===== config.mk =====
export PLATFORM = sky130hd
export DESIGN_NAME = stopwatch_bcd_core
export DESIGN_NICKNAME = d
export VERILOG_FILES = /design/src/rtl/stopwatch_pkg.sv /design/src/rtl/stopwatch_key_debounce.sv /design/src/rtl/stopwatch_bcd_core.sv
export SDC_FILE = /design/constraint.sdc
export NUM_CORES = 1
export LEC_CHECK = 0
export CORE_MARGIN = 10
export CORE_UTILIZATION = 25
export CTS_CLUSTER_DIAMETER = 80
export DETAILED_ROUTE_END_ITERATION = 10
export GPL_ROUTABILITY_DRIVEN = 1
export MAX_ROUTING_LAYER = met4
export PLACE_DENSITY_LB_ADDON = 0.3
export SLEW_MARGIN = 0
export SYNTH_ARGS = -nofsm -noshare
export SYNTH_HDL_FRONTEND = slang
export SYNTH_SLANG_ARGS = --single-unit

===== constraint.sdc =====
create_clock -name clk -period 2.15 [get_ports clk]
set_clock_uncertainty 0.15 [all_clocks]
set_input_delay 0.3225 -clock clk [delete_from_list [all_inputs] [get_ports clk]]
set_output_delay 0.3225 -clock clk [all_outputs]
set_load 0.02 [all_outputs]

===== src/rtl/stopwatch_pkg.sv =====
// Shared types and digit limits for the mm:ss stopwatch engine.
package stopwatch_pkg;

  typedef enum logic [1:0] {
    IDLE  = 2'd0,
    RUN   = 2'd1,
    PAUSE = 2'd2
  } state_t;

  typedef logic [3:0] bcd_digit_t;

  localparam bcd_digit_t ONES_MAX = 4'd9;
  localparam bcd_digit_t TENS_MAX = 4'd5;

endpackage


===== src/rtl/stopwatch_key_debounce.sv =====
// One raw active-low pushbutton: 2-flop synchronizer, stability counter and a
// registered one-cycle pulse on each debounced press (1->0 of the level).
module key_debounce #(
  parameter int DB_CYCLES = 1_000_000
) (
  input  logic clk,
  input  logic rst,
  input  logic key_i,
  output logic press_o
);
  import stopwatch_pkg::*;

  localparam int CW = (DB_CYCLES > 2) ? $clog2(DB_CYCLES) : 1;

  logic [1:0]    sync_q;
  logic          level_q, level_d;
  logic          level_prev_q;
  logic [CW-1:0] cnt_q, cnt_d;
  logic          press_q;

  always_comb begin
    level_d = level_q;
    cnt_d   = cnt_q;
    if (sync_q[1] == level_q) begin
      cnt_d = '0;
    end else if (cnt_q == CW'(DB_CYCLES - 1)) begin
      level_d = sync_q[1];
      cnt_d   = '0;
    end else begin
      cnt_d = cnt_q + CW'(1);
    end
  end

  // Edge detect runs one stage behind the level so the pulse is fully registered.
  always_ff @(posedge clk) begin
    if (!rst) begin
      sync_q       <= 2'b11;
      level_q      <= 1'b1;
      level_prev_q <= 1'b1;
      cnt_q        <= '0;
      press_q      <= 1'b0;
    end else begin
      sync_q       <= {sync_q[0], key_i};
      level_q      <= level_d;
      level_prev_q <= level_q;
      cnt_q        <= cnt_d;
      press_q      <= level_prev_q & ~level_q;
    end
  end

  assign press_o = press_q;

endmodule


===== src/rtl/stopwatch_bcd_core.sv =====
// mm:ss stopwatch: debounced start/clear keys, IDLE/RUN/PAUSE control,
// clock-enable prescaler, cascaded BCD digits and a tick-driven LED toggle.
module stopwatch_bcd_core #(
  parameter int CLK_HZ    = 50_000_000,
  parameter int TICK_HZ   = 1,
  parameter int DB_CYCLES = 1_000_000
) (
  input  logic        clk,
  input  logic        rst,
  input  logic        key_start,
  input  logic        key_clear,
  output logic [15:0] bcd,
  output logic        running,
  output logic        tick,
  output logic        led
);
  import stopwatch_pkg::*;

  localparam int DIV = CLK_HZ / TICK_HZ;
  localparam int PW  = (DIV > 2) ? $clog2(DIV) : 1;

  logic [1:0]    key_raw;
  logic [1:0]    press;
  logic          start_p, clear_p;
  state_t        state_q;
  logic          running_q, tick_q, led_q;
  logic [PW-1:0] presc_q;
  logic [15:0]   bcd_q, bcd_d;

  assign key_raw = {key_clear, key_start};

  generate
    for (genvar gi = 0; gi < 2; gi++) begin : g_key
      key_debounce #(.DB_CYCLES(DB_CYCLES)) u_key (
        .clk     (clk),
        .rst     (rst),
        .key_i   (key_raw[gi]),
        .press_o (press[gi])
      );
    end
  endgenerate

  assign start_p = press[0];
  assign clear_p = press[1];

  // Incremented time value; only loaded on a prescaler wrap.
  always_comb begin
    bcd_digit_t d0, d1, d2, d3;
    d0 = bcd_q[3:0];
    d1 = bcd_q[7:4];
    d2 = bcd_q[11:8];
    d3 = bcd_q[15:12];
    if (d0 != ONES_MAX) begin
      d0 = d0 + 4'd1;
    end else begin
      d0 = '0;
      if (d1 != TENS_MAX) begin
        d1 = d1 + 4'd1;
      end else begin
        d1 = '0;
        if (d2 != ONES_MAX) begin
          d2 = d2 + 4'd1;
        end else begin
          d2 = '0;
          d3 = (d3 != TENS_MAX) ? d3 + 4'd1 : '0;
        end
      end
    end
    bcd_d = {d3, d2, d1, d0};
  end

  // Clear outranks both a same-cycle start press and a same-cycle tick.
  always_ff @(posedge clk) begin
    if (!rst || clear_p) begin
      state_q   <= IDLE;
      running_q <= 1'b0;
      presc_q   <= '0;
      tick_q    <= 1'b0;
      led_q     <= 1'b0;
      bcd_q     <= '0;
    end else begin
      tick_q <= 1'b0;
      if (state_q == RUN) begin
        if (presc_q == PW'(DIV - 1)) begin
          presc_q <= '0;
          tick_q  <= 1'b1;
          led_q   <= ~led_q;
          bcd_q   <= bcd_d;
        end else begin
          presc_q <= presc_q + PW'(1);
        end
      end
      if (start_p) begin
        case (state_q)
          IDLE, PAUSE: begin
            state_q   <= RUN;
            running_q <= 1'b1;
          end
          RUN: begin
            state_q   <= PAUSE;
            running_q <= 1'b0;
          end
          default: begin
            state_q   <= IDLE;
            running_q <= 1'b0;
          end
        endcase
      end
    end
  end

  assign bcd     = bcd_q;
  assign running = running_q;
  assign tick    = tick_q;
  assign led     = led_q;

endmodule


==> results of run 1 <==
[placed cells by master (no fill, tap or decap), types with 5 or more instances in the layout]
cell,n
nand3_1,36
xnor2_1,30
nand4_1,21
nand2b_1,10
nor3_1,13
nor2_1,92
dfxtp_2,5
buf_4,43
and3_1,12
clkbuf_16,10
inv_1,15
nor4_1,10
nor2b_1,6
nand2_1,27
clkdlybuf4s50_1,22
dfxtp_1,90
nor4b_1,6
mux2i_1,10
xor2_1,39
[layer usage]
metal	vias to the layer above	global-route usage (%)	wire length, um
met5	-	-	0
met4	0	2.50	87
met3	10	2.19	325
met2	48	13.6	4420
met1	1652	10.5	4460
li1	1800	-	-
[repair_timing]
item | CTS | global route
resized for setup | 2 | 10
cloned | 0 | 2
endpoints found under the setup margin | 4 | 28
pin swaps | 3 | 0
setup buffers | 1 | 0
[through the flow]
| stage | area (um2) | setup slack (ns) | power (uW) | hold slack, ns |
|---|---|---|---|---|
| 3_3_place_gp | 5080 | -0.0613 | 1900 | 0.240 |
| 4_1_cts | 5390 | 0.0317 | 3470 | 0.258 |
| 5_1_grt | 5450 | -0.0347 | 3560 | 0.275 |
| 2_1_floorplan | 4300 | -0.0415 | 1870 | 0.236 |
| 3_5_place_dp | 5080 | -0.0981 | 1900 | 0.242 |
| 6_report | 5450 | 0.0298 | 3420 | 0.255 |
[logic make-up after synthesis]
family          Yosys count  share of synthesized area [%]
simple gates            260                           31.2
xor+xnor                 69                           14.2
flops                    97                           45.5
buf+inv                  30                           2.82
compound gates           17                           2.73
fa+ha+maj                 4                           1.17
mux                      10                           2.35
[state kept, by name, indices dropped and copies added, names as in the netlist]
register	count
presc_q	26
state_q	2
g_key.u_key.press_o	2
bcd	16
g_key.u_key.level_q	2
g_key.u_key.level_prev_q	2
g_key.u_key.cnt_q	40
g_key.u_key.sync_q	4
led	1
running	1
tick	1
[report_power, final]
group	internal, uW	switching, uW	total [uW]
combinational	28.2	34.8	63.0
clock	836	722	1560
sequential	1800	2.55	1800
total	2660	759	3420
[critical path, delay by kind of cell (launching register included)]
kind | cells | cell delay [ns]
AOI/OAI and AO/OA | 1 | 0.14
adders and majority gates | 1 | 0.14
DFF | 1 | 0.36
and+or+nand+nor | 4 | 1.25
[area by class of cell]
type / count / area (um2)
clock buffer: 11 / 243
inverter: 15 / 56.3
timing repair buffer: 69 / 619
sequential: 97 / 1960
tap: 220 / 275
clock inverter: 5 / 45.0
multi-input combinational: 360 / 2260
fill: 1711 / 11200
[worst max-delay path by stage]
stage | slack (ns) | end | from | cells past startpoint
after floorplan | -0.04 | bcd[9]$_SDFFE_PP0P_ | presc_q[1]$_SDFFE_PP0N_ | 7
after global placement | -0.06 | bcd[9]$_SDFFE_PP0P_ | presc_q[22]$_SDFFE_PP0N_ | 5
after detailed placement | -0.1 | bcd[9]$_SDFFE_PP0P_ | presc_q[22]$_SDFFE_PP0N_ | 5
after CTS | 0.03 | bcd[9]$_SDFFE_PP0P_ | presc_q[1]$_SDFFE_PP0N_ | 6
after global routing | -0.03 | bcd[9]$_SDFFE_PP0P_ | presc_q[1]$_SDFFE_PP0N_ | 6
final | 0.03 | bcd[9]$_SDFFE_PP0P_ | presc_q[1]$_SDFFE_PP0N_ | 6
==> impl_metrics.csv, run 1 <==
group,metric,value,unit
timing,post-route-period-util,98.6,%
logic_synthesis,ys_ff_latch,97,
critical_path,slowest_stage,"or4_4",
min_path,hold_start,"g_key[1].u_key.sync_q[0]$_SDFF_PN1_",
critical_path,r2r_setup_slack,0.03,ns
cells_and_area,nets,560,
cells_and_area,final_util,32.8,%
critical_path,r2r-end,"bcd[9]$_SDFFE_PP0P_",
logic_synthesis,yosys_warnings,0,
clock_network,clkTransAtPathRegs,0.07,ns
power_and_ir_drop,p_leak,0.00190,uW
timing,period_needed,2.12,ns
die,design.core.area,16600,um2
critical_path,worstSetupPathType,"reg2reg",
drt,ant_nets,0,
critical_path,crit_top_cell,"or4_4",
timing,rsz0062_at_grt,"true",
logic_synthesis,yosysUniqueCellTypes,39,
critical_path,worst-endpoint-arrival,2.25,ns
min_path,min_path_cells,1,
logic_synthesis,synth_most_common_cell,"dfxtp_1",
grt,grt_use_total,8.56,%
placed_design,gp_congestion,0.793,
logic_synthesis,syn_nets,495,
run_status,status,"finished, final reports clean",
timing,fin_setup_tns,0,ns
critical_path,critPathMaxFanout,8,
critical_path,slowest_delay,0.51,ns
drt,num_vias,3510,
job,drv_cap,0,
logic_synthesis,synth_top_area_share,45.5,%
logic_synthesis,yosys-top-cells-count,"dfxtp_1, nor2_1, xor2_1",
critical_path,cp_data_required_time,2.28,ns
clock_network,clockRootBuffer,"clkbuf_16",
power_and_ir_drop,powerDensity,627,nW/um2
min_path,worstHoldEndpoint,"g_key[1].u_key.sync_q[1]$_SDFF_PN1_",
placed_design,post-place-cells,758,
grt,grt_max_degree,26,
critical_path,r2r-start,"presc_q[1]$_SDFFE_PP0N_",
timing,slew_headroom,70.9,%
die,die_height,151,um
clock_network,cts_tree,"built",
logic_synthesis,netlist_instances,487,
logic_synthesis,ys_top_cells_by_area,"dfxtp_1, nor2_1, xor2_1",
clock_network,clk_latency,0.34,ns
die,die_x,151,um
grt,overflow,0,
clock_network,cts_buffers,9,
critical_path,cp-start-kind,"register",
clock_network,htreeDepth,3,
critical_path,crit_chain,"ha_4 -> nand2_4 -> or4_4 -> or2_4 -> or4_4 -> a21oi_2",
cells_and_area,area_growth,27.8,%
placed_design,port_buffers,22,
timing,worst_pin_slew,0.433,ns
cells_and_area,drive_gt1_share,14.7,%
logic_synthesis,ys.flop_type,"dfxtp_1",
drt,routed_wl,9.29,mm
timing,setup_viol,0,
cells_and_area,antenna_cells,0,
min_path,hold_path_class,"reg2reg",
drt,wl_per_cell,11.9,um
drt,drt-vias-per-instance,4.52,
die,initial_utilization,25.6,%
logic_synthesis,synthArstFlopShare,0,%
logic_synthesis,syn_area,4270,um2
critical_path,rr_worst_depth,6,
timing,hold_viol,0,
grt,antenna_found_initial,0,
logic_synthesis,synth.avg_cell_area,8.76,um2
grt,grt_pass1_vias,3407,
drt,dr.pass1.iters,4,
timing,maxSlewViolCount,0,
placed_design,dp_hpwl,6.42,mm
clock_network,cts_max_path_buffers,2,
die,dieArea,22700,um2
timing,fmax,472,MHz
logic_synthesis,synth_top_cell_by_area,"dfxtp_1",
logic_synthesis,synth_edf_count,0,
drt,drc_errors,0,
grt,grt_pass1_wl,15.9,mm
clock_network,postCtsHoldBufs,0,
die,rows,47,
die,io_pins,23,
clock_network,clock_sinks,97,
drt,drt_iter0_markers,277,
critical_path,crit_path_end_kind,"register",
cells_and_area,finalNonFillerCells,777,
power_and_ir_drop,ir_drop,0.387,mV
logic_synthesis,yosysSeqAreaShare,45.5,%
(Power assumes the default switching activity.)
==> run 2: changes to the inputs <==
==> constraint.sdc (replaced) <==
create_clock -name clk -period 2.15 [get_ports clk]
set_clock_uncertainty 0.15 [all_clocks]
set_input_delay 0.215 -clock clk [delete_from_list [all_inputs] [get_ports clk]]
set_output_delay 0.215 -clock clk [all_outputs]
set_load 0.02 [all_outputs]
==> run 2 against run 1 <==
Net effect: fmax fell by 1.2%; setup slack got worse by 0.026 ns; flip-flop and latch count did not move; critical path type unchanged; largest cell class unchanged; largest power group unchanged.
==> impl_metrics.csv, run 2 (synthesis gave the netlist of run 1 again) <==
group,metric,value,unit
cells_and_area,area_growth,27.2,%
cells_and_area,drive_gt1_share,14.2,%
run_status,status,"finished, final reports clean",
clock_network,cts_buffers,9,
cells_and_area,regArea,1960,um2
drt,dr.pass1.iters,4,
die,die_x,151,um
clock_network,cts_max_path_buffers,2,
drt,drt_iter0_markers,223,
critical_path,cp_data_required_time,2.27,ns
drt,ant_nets,0,
power_and_ir_drop,p_sw,725,uW
power_and_ir_drop,intPower,2790,uW
critical_path,worst-endpoint-arrival,2.27,ns
grt,overflow,0,
critical_path,cp_top_family,"simple AND/OR/NAND/NOR gates",
timing,post-route-period-util,99.8,%
power_and_ir_drop,power_frac_comb,1.5,%
clock_network,clkTransAtPathRegs,0.07,ns
cells_and_area,final_cell_mix,"nor2_1, dfxtp_1, buf_4, xor2_1, nand3_1",
cells_and_area,layout_commonest_cell,"nor2_1",
placed_design,dp_hpwl,6.42,mm
job,drv_cap,0,
critical_path,slowest_delay,0.51,ns
die,design.core.area,16600,um2
die,die_height,151,um
power_and_ir_drop,powerDensity,648,nW/um2
drt,routed_wl,9.04,mm
drt,drc_errors,0,
drt,drt-vias-per-instance,4.51,
clock_network,htreeDepth,3,
power_and_ir_drop,p_total,3510,uW
timing,slew_headroom,72.3,%
cells_and_area,regMostFlops,"g_key.u_key.cnt_q",
grt,grt_use_total,8.35,%
grt,grt_pass1_wl,15.6,mm
cells_and_area,final_util,32.6,%
grt,grt_max_degree,26,
grt,grt_pass1_vias,3388,
cells_and_area,fill_cells,1703,
clock_network,clockRootBuffer,"clkbuf_16",
power_and_ir_drop,p_seq_share,51.2,%
cells_and_area,largest_reg_flops,40,
timing,hold_viol,0,
timing,period_needed,2.15,ns
power_and_ir_drop,netSwitchingFraction,20.6,%
critical_path,r2r_setup_slack,0.004,ns
clock_network,clk_latency,0.34,ns
timing,maxSlewViolCount,0,
drt,num_vias,3499,
clock_network,cts_tree,"built",
critical_path,crit_path_end_kind,"register",
placed_design,gp_congestion,0.793,
clock_network,postCtsHoldBufs,0,
critical_path,critPathMaxFanout,6,
drt,wl_per_cell,11.7,um
die,initial_utilization,25.6,%
cells_and_area,antenna_cells,0,
critical_path,critical_path_buf_inv_count,0,
timing,setup_viol,0,
clock_network,clock_sinks,97,
critical_path,crit_chain,"ha_4 -> nand2_2 -> or4_4 -> or2_4 -> or4_1 -> a21oi_1",
critical_path,slowest_stage,"or4_4",
grt,antenna_found_initial,0,
die,dieArea,22700,um2
power_and_ir_drop,ir_drop,0.325,mV
critical_path,cp-start-kind,"register",
min_path,hold_path_class,"reg2reg",
timing,worst_pin_slew,0.412,ns
power_and_ir_drop,p_clk_share,47.3,%
timing,rsz0062_at_grt,"true",
critical_path,worstSetupPathType,"reg2reg",
placed_design,port_buffers,22,
cells_and_area,nets,558,
cells_and_area,multi_input_area,2240,um2
die,io_pins,23,
power_and_ir_drop,p_leak,0.00188,uW
die,rows,47,
timing,fmax,466,MHz
==> run 2: cell count changes in the layout (fill, tap and decap cells not counted), moves of 2 or more <==
cell,delta
nand2_2,+2
nand2_4,-2
o311ai_0,+2
o311ai_1,-2
or4_1,+2
or4_4,-2
==> run 2: routing by layer <==
layer | vias up | GRT usage, % | share of wire (%)
met5 | - | - | 0
met4 | 0 | 2.12 | 0.35
met3 | 7 | 2.25 | 3.9
met2 | 51 | 13.4 | 48
met1 | 1654 | 10.2 | 48
li1 | 1787 | - | -
==> run 2: layout make-up <==
cell class	count	area share, %
timing repair buffer	67	10.7
clock buffer	11	4.66
clock inverter	5	1.13
multi-input combinational	360	41.3
tap	220	5.07
sequential	97	36.1
inverter	15	1.04
==> run 2: final timing paths <==
| kind | to | startpoint | cells after the start |
|---|---|---|---|
| min | g_key[0].u_key.sync_q[1]$_SDFF_PN1_ | g_key[0].u_key.sync_q[0]$_SDFF_PN1_ | 1 |
| max reg2reg | bcd[9]$_SDFFE_PP0P_ | presc_q[1]$_SDFFE_PP0N_ | 6 |
| max | bcd[9]$_SDFFE_PP0P_ | presc_q[1]$_SDFFE_PP0N_ | 6 |
| min reg2reg | g_key[0].u_key.sync_q[1]$_SDFF_PN1_ | g_key[0].u_key.sync_q[0]$_SDFF_PN1_ | 1 |
==> run 2: power groups by stage <==
stage	logic [uW]	clock network, uW	registers, uW
3_5_place_dp	53.1	0	1840
5_1_grt	58.6	1780	1800
4_1_cts	53.3	1720	1800
6_report	52.8	1660	1800
3_3_place_gp	52.2	0	1840
2_1_floorplan	29.1	0	1840
==> run 2: through the flow <==
stage / cell area, um2 / cells / setup slack, ns / hold WS, ns / setup TNS (ns)
after global routing: 5420 / 775 / -0.0781 / 0.286 / -0.395
after CTS: 5390 / 773 / 0.0000615 / 0.261 / 0
final: 5420 / 775 / 0.00403 / 0.258 / 0
after detailed placement: 5070 / 757 / -0.0761 / 0.245 / -0.153
after global placement: 5070 / 757 / -0.0645 / 0.240 / -0.0645
after floorplan: 4300 / 487 / -0.0415 / 0.166 / -0.0415
==> run 2: timing repair <==
| item | in CTS | in global routing |
|---|---|---|
| endpoints found under the setup margin | 4 | 9 |
| resized for setup | 1 | 6 |
| setup buffers | 0 | 2 |
| pin swaps | 1 | 1 |
==> run 2: worst register-to-register path, stage by stage (launching register included) <==
cell,delay (ns)
dfxtp_4,0.36
ha_4,0.13
nand2_2,0.04
or4_4,0.51
or2_4,0.29
or4_1,0.47
a21oi_1,0.12
==> run 3: changes to the inputs <==
--- a/config.mk
+++ b/config.mk
@@ -6,7 +6,7 @@
 export NUM_CORES = 1
 export LEC_CHECK = 0
 export CORE_MARGIN = 10
-export CORE_UTILIZATION = 25
+export CORE_UTILIZATION = 40
 export CTS_CLUSTER_DIAMETER = 80
 export DETAILED_ROUTE_END_ITERATION = 10
 export GPL_ROUTABILITY_DRIVEN = 1
==> run 3 against run 2 <==
Net effect: routed wire length down 4.2%; clock-buffer cell count fell by 1; design area shrank 3.9%; critical endpoint unchanged; non-clock buffer count down 1; core utilization grew 18 points; clock power shrank 27%; die area decreased by 33%; total power is 13% lower; final cell count shrank 11%; setup slack got worse by 0.057 ns; the flow now finishes with violations (setup timing); via count shrank 1.3%; sequential share of layout area grew 1.5 points.
==> impl_metrics.csv, run 3 (synthesis gave the netlist of run 1 again) <==
group,metric,value,unit
placed_design,post-place-cells,672,
drt,routed_wl,8.66,mm
critical_path,crit_chain,"nand4_2 -> or4_4 -> or2_4 -> or4_4 -> a21oi_2",
run_status,status,"finished, violations left",
critical_path,worst-endpoint-arrival,2.35,ns
cells_and_area,final_util,50.3,%
critical_path,worstSetupPathType,"reg2reg",
placed_design,port_buffers,22,
grt,grt_pass1_wl,15.0,mm
cells_and_area,final_cell_mix,"nor2_1, dfxtp_1, buf_4, xor2_1, nand3_1",
drt,ant_nets,0,
critical_path,slowest_delay,0.55,ns
timing,whs,0.255,ns
drt,drt-vias-per-instance,5.01,
die,design.core.area,10400,um2
run_status,violations,"setup timing",
drt,drc_errors,0,
drt,wl_per_cell,12.5,um
timing,slew_headroom,61.9,%
clock_network,clkTransAtPathRegs,0.09,ns
cells_and_area,multi_input_area,2260,um2
grt,grt_max_degree,26,
timing,maxSlewViolCount,0,
critical_path,crit_end,"bcd[9]$_SDFFE_PP0P_",
critical_path,r2r_setup_slack,-0.05,ns
drt,dr.pass1.iters,4,
critical_path,cp_data_required_time,2.30,ns
drt,drt_iter0_markers,244,
cells_and_area,area_growth,22.2,%
die,die_height,123,um
critical_path,crit_path_end_kind,"register",
clock_network,postCtsHoldBufs,0,
drt,num_vias,3455,
cells_and_area,layout_commonest_cell,"nor2_1",
timing,setup_viol,1,
min_path,hold_path_class,"in2reg",
placed_design,dp_hpwl,6.17,mm
clock_network,clock_sinks,97,
power_and_ir_drop,powerDensity,586,nW/um2
timing,worst_pin_slew,0.566,ns
timing,period_needed,2.20,ns
cells_and_area,regArea,1960,um2
timing,rsz0062_at_grt,"true",
grt,antenna_found_initial,0,
critical_path,r2r-end,"bcd[9]$_SDFFE_PP0P_",
clock_network,cts_buffers,9,
cells_and_area,finalNonFillerCells,690,
timing,hold_viol,0,
die,rows,37,
grt,grt_pass1_vias,3420,
die,dieArea,15200,um2
cells_and_area,nets,557,
clock_network,htreeDepth,3,
critical_path,crit_top_cell,"or4_4",
timing,fmax,454,MHz
timing,post-route-period-util,102,%
critical_path,rr_worst_depth,5,
cells_and_area,fill_cells,996,
job,drv_cap,0,
cells_and_area,fin_area,5210,um2
die,die_x,123,um
critical_path,setup.worst_path.start,"presc_q[15]$_SDFFE_PP0N_",
power_and_ir_drop,p_leak,0.00184,uW
die,io_pins,23,
clock_network,clockRootBuffer,"clkbuf_8",
critical_path,cp-start-kind,"register",
grt,grt_use_total,12.1,%
cells_and_area,regMostFlops,"g_key.u_key.cnt_q",
cells_and_area,drive_gt1_share,15.2,%
placed_design,dpl-instance-area,4950,um2
power_and_ir_drop,ir_drop,0.395,mV
die,initial_utilization,41.1,%
timing,setup_ws,-0.0525,ns
clock_network,clk_latency,0.36,ns
critical_path,critPathMaxFanout,7,
cells_and_area,antenna_cells,0,
cells_and_area,largest_reg_flops,40,
clock_network,cts_max_path_buffers,2,
critical_path,slowest_stage,"or4_4",
grt,overflow,0,
clock_network,cts_tree,"built",
critical_path,r2r-start,"presc_q[15]$_SDFFE_PP0N_",
placed_design,gp_congestion,0.825,
-- run 3: cell types whose count changed in the layout (fill, tap and decap cells not counted), sizes merged --
cell,delta
buf,-1
clkinvlp,+1
clkbuf,-1
clkinv,-1
inv,+1
-- run 3: per-stage QoR --
stage | setup TNS, ns | worst slack (ns) | total power, uW
2_1_floorplan | -0.0415 | -0.0415 | 1870
3_3_place_gp | -0.0115 | -0.0115 | 1890
3_5_place_dp | -0.0539 | -0.0426 | 1890
4_1_cts | 0 | 0.000643 | 3100
5_1_grt | -0.183 | -0.0821 | 3170
6_report | -0.0525 | -0.0525 | 3050
-- run 3: worst min-delay path by stage --
stage                                                    from                                   to  slack, ns  depth (start not counted)
final                                               key_clear  g_key[1].u_key.sync_q[0]$_SDFF_PN1_       0.26                          2
after global routing                                key_start  g_key[0].u_key.sync_q[0]$_SDFF_PN1_       0.24                          2
after floorplan                                     key_start  g_key[0].u_key.sync_q[0]$_SDFF_PN1_       0.17                          1
after detailed placement  g_key[0].u_key.sync_q[0]$_SDFF_PN1_  g_key[0].u_key.sync_q[1]$_SDFF_PN1_       0.24                          1
after global placement    g_key[1].u_key.sync_q[0]$_SDFF_PN1_  g_key[1].u_key.sync_q[1]$_SDFF_PN1_       0.24                          1
after CTS                                           key_start  g_key[0].u_key.sync_q[0]$_SDFF_PN1_       0.23                          2
-- run 3: power breakdown --
group          switching [uW]  internal, uW  total [uW]
clock network             631           574        1210
logic                    29.6          19.6        49.2
registers                2.57          1800        1800
total                     663          2390        3050
-- run 3: timing repair --
| action | CTS | global route |
|---|---|---|
| gates cloned | 0 | 0 |
| endpoints found under the setup margin | 4 | 10 |
| resized for setup | 2 | 10 |
| buffers inserted | 0 | 2 |
| pin swaps | 1 | 4 |
-- run 3: critical path: cells and delay by family, from the launching register on --
kind,cells,cell delay [ns]
compound gates,1,0.14
flops,1,0.35
simple gates,4,1.52
-- run 3: final cells by class --
type | count | area share [%]
multi-input combinational | 360 | 43.4
sequential | 97 | 37.6
timing repair buffer | 66 | 10.8
tap | 136 | 3.26
clock buffer | 10 | 2.64
clock inverter | 6 | 1.25
inverter | 15 | 1.08
-- run 3: metal layers --
metal  GRT usage [%]  part of all wire, %  vias up
li1                -                    -     1790
met1            14.1                   47     1621
met2            19.9                   49       36
met3            3.01                  3.0        8
met4            4.08                  1.1        0
met5               -                    0        -
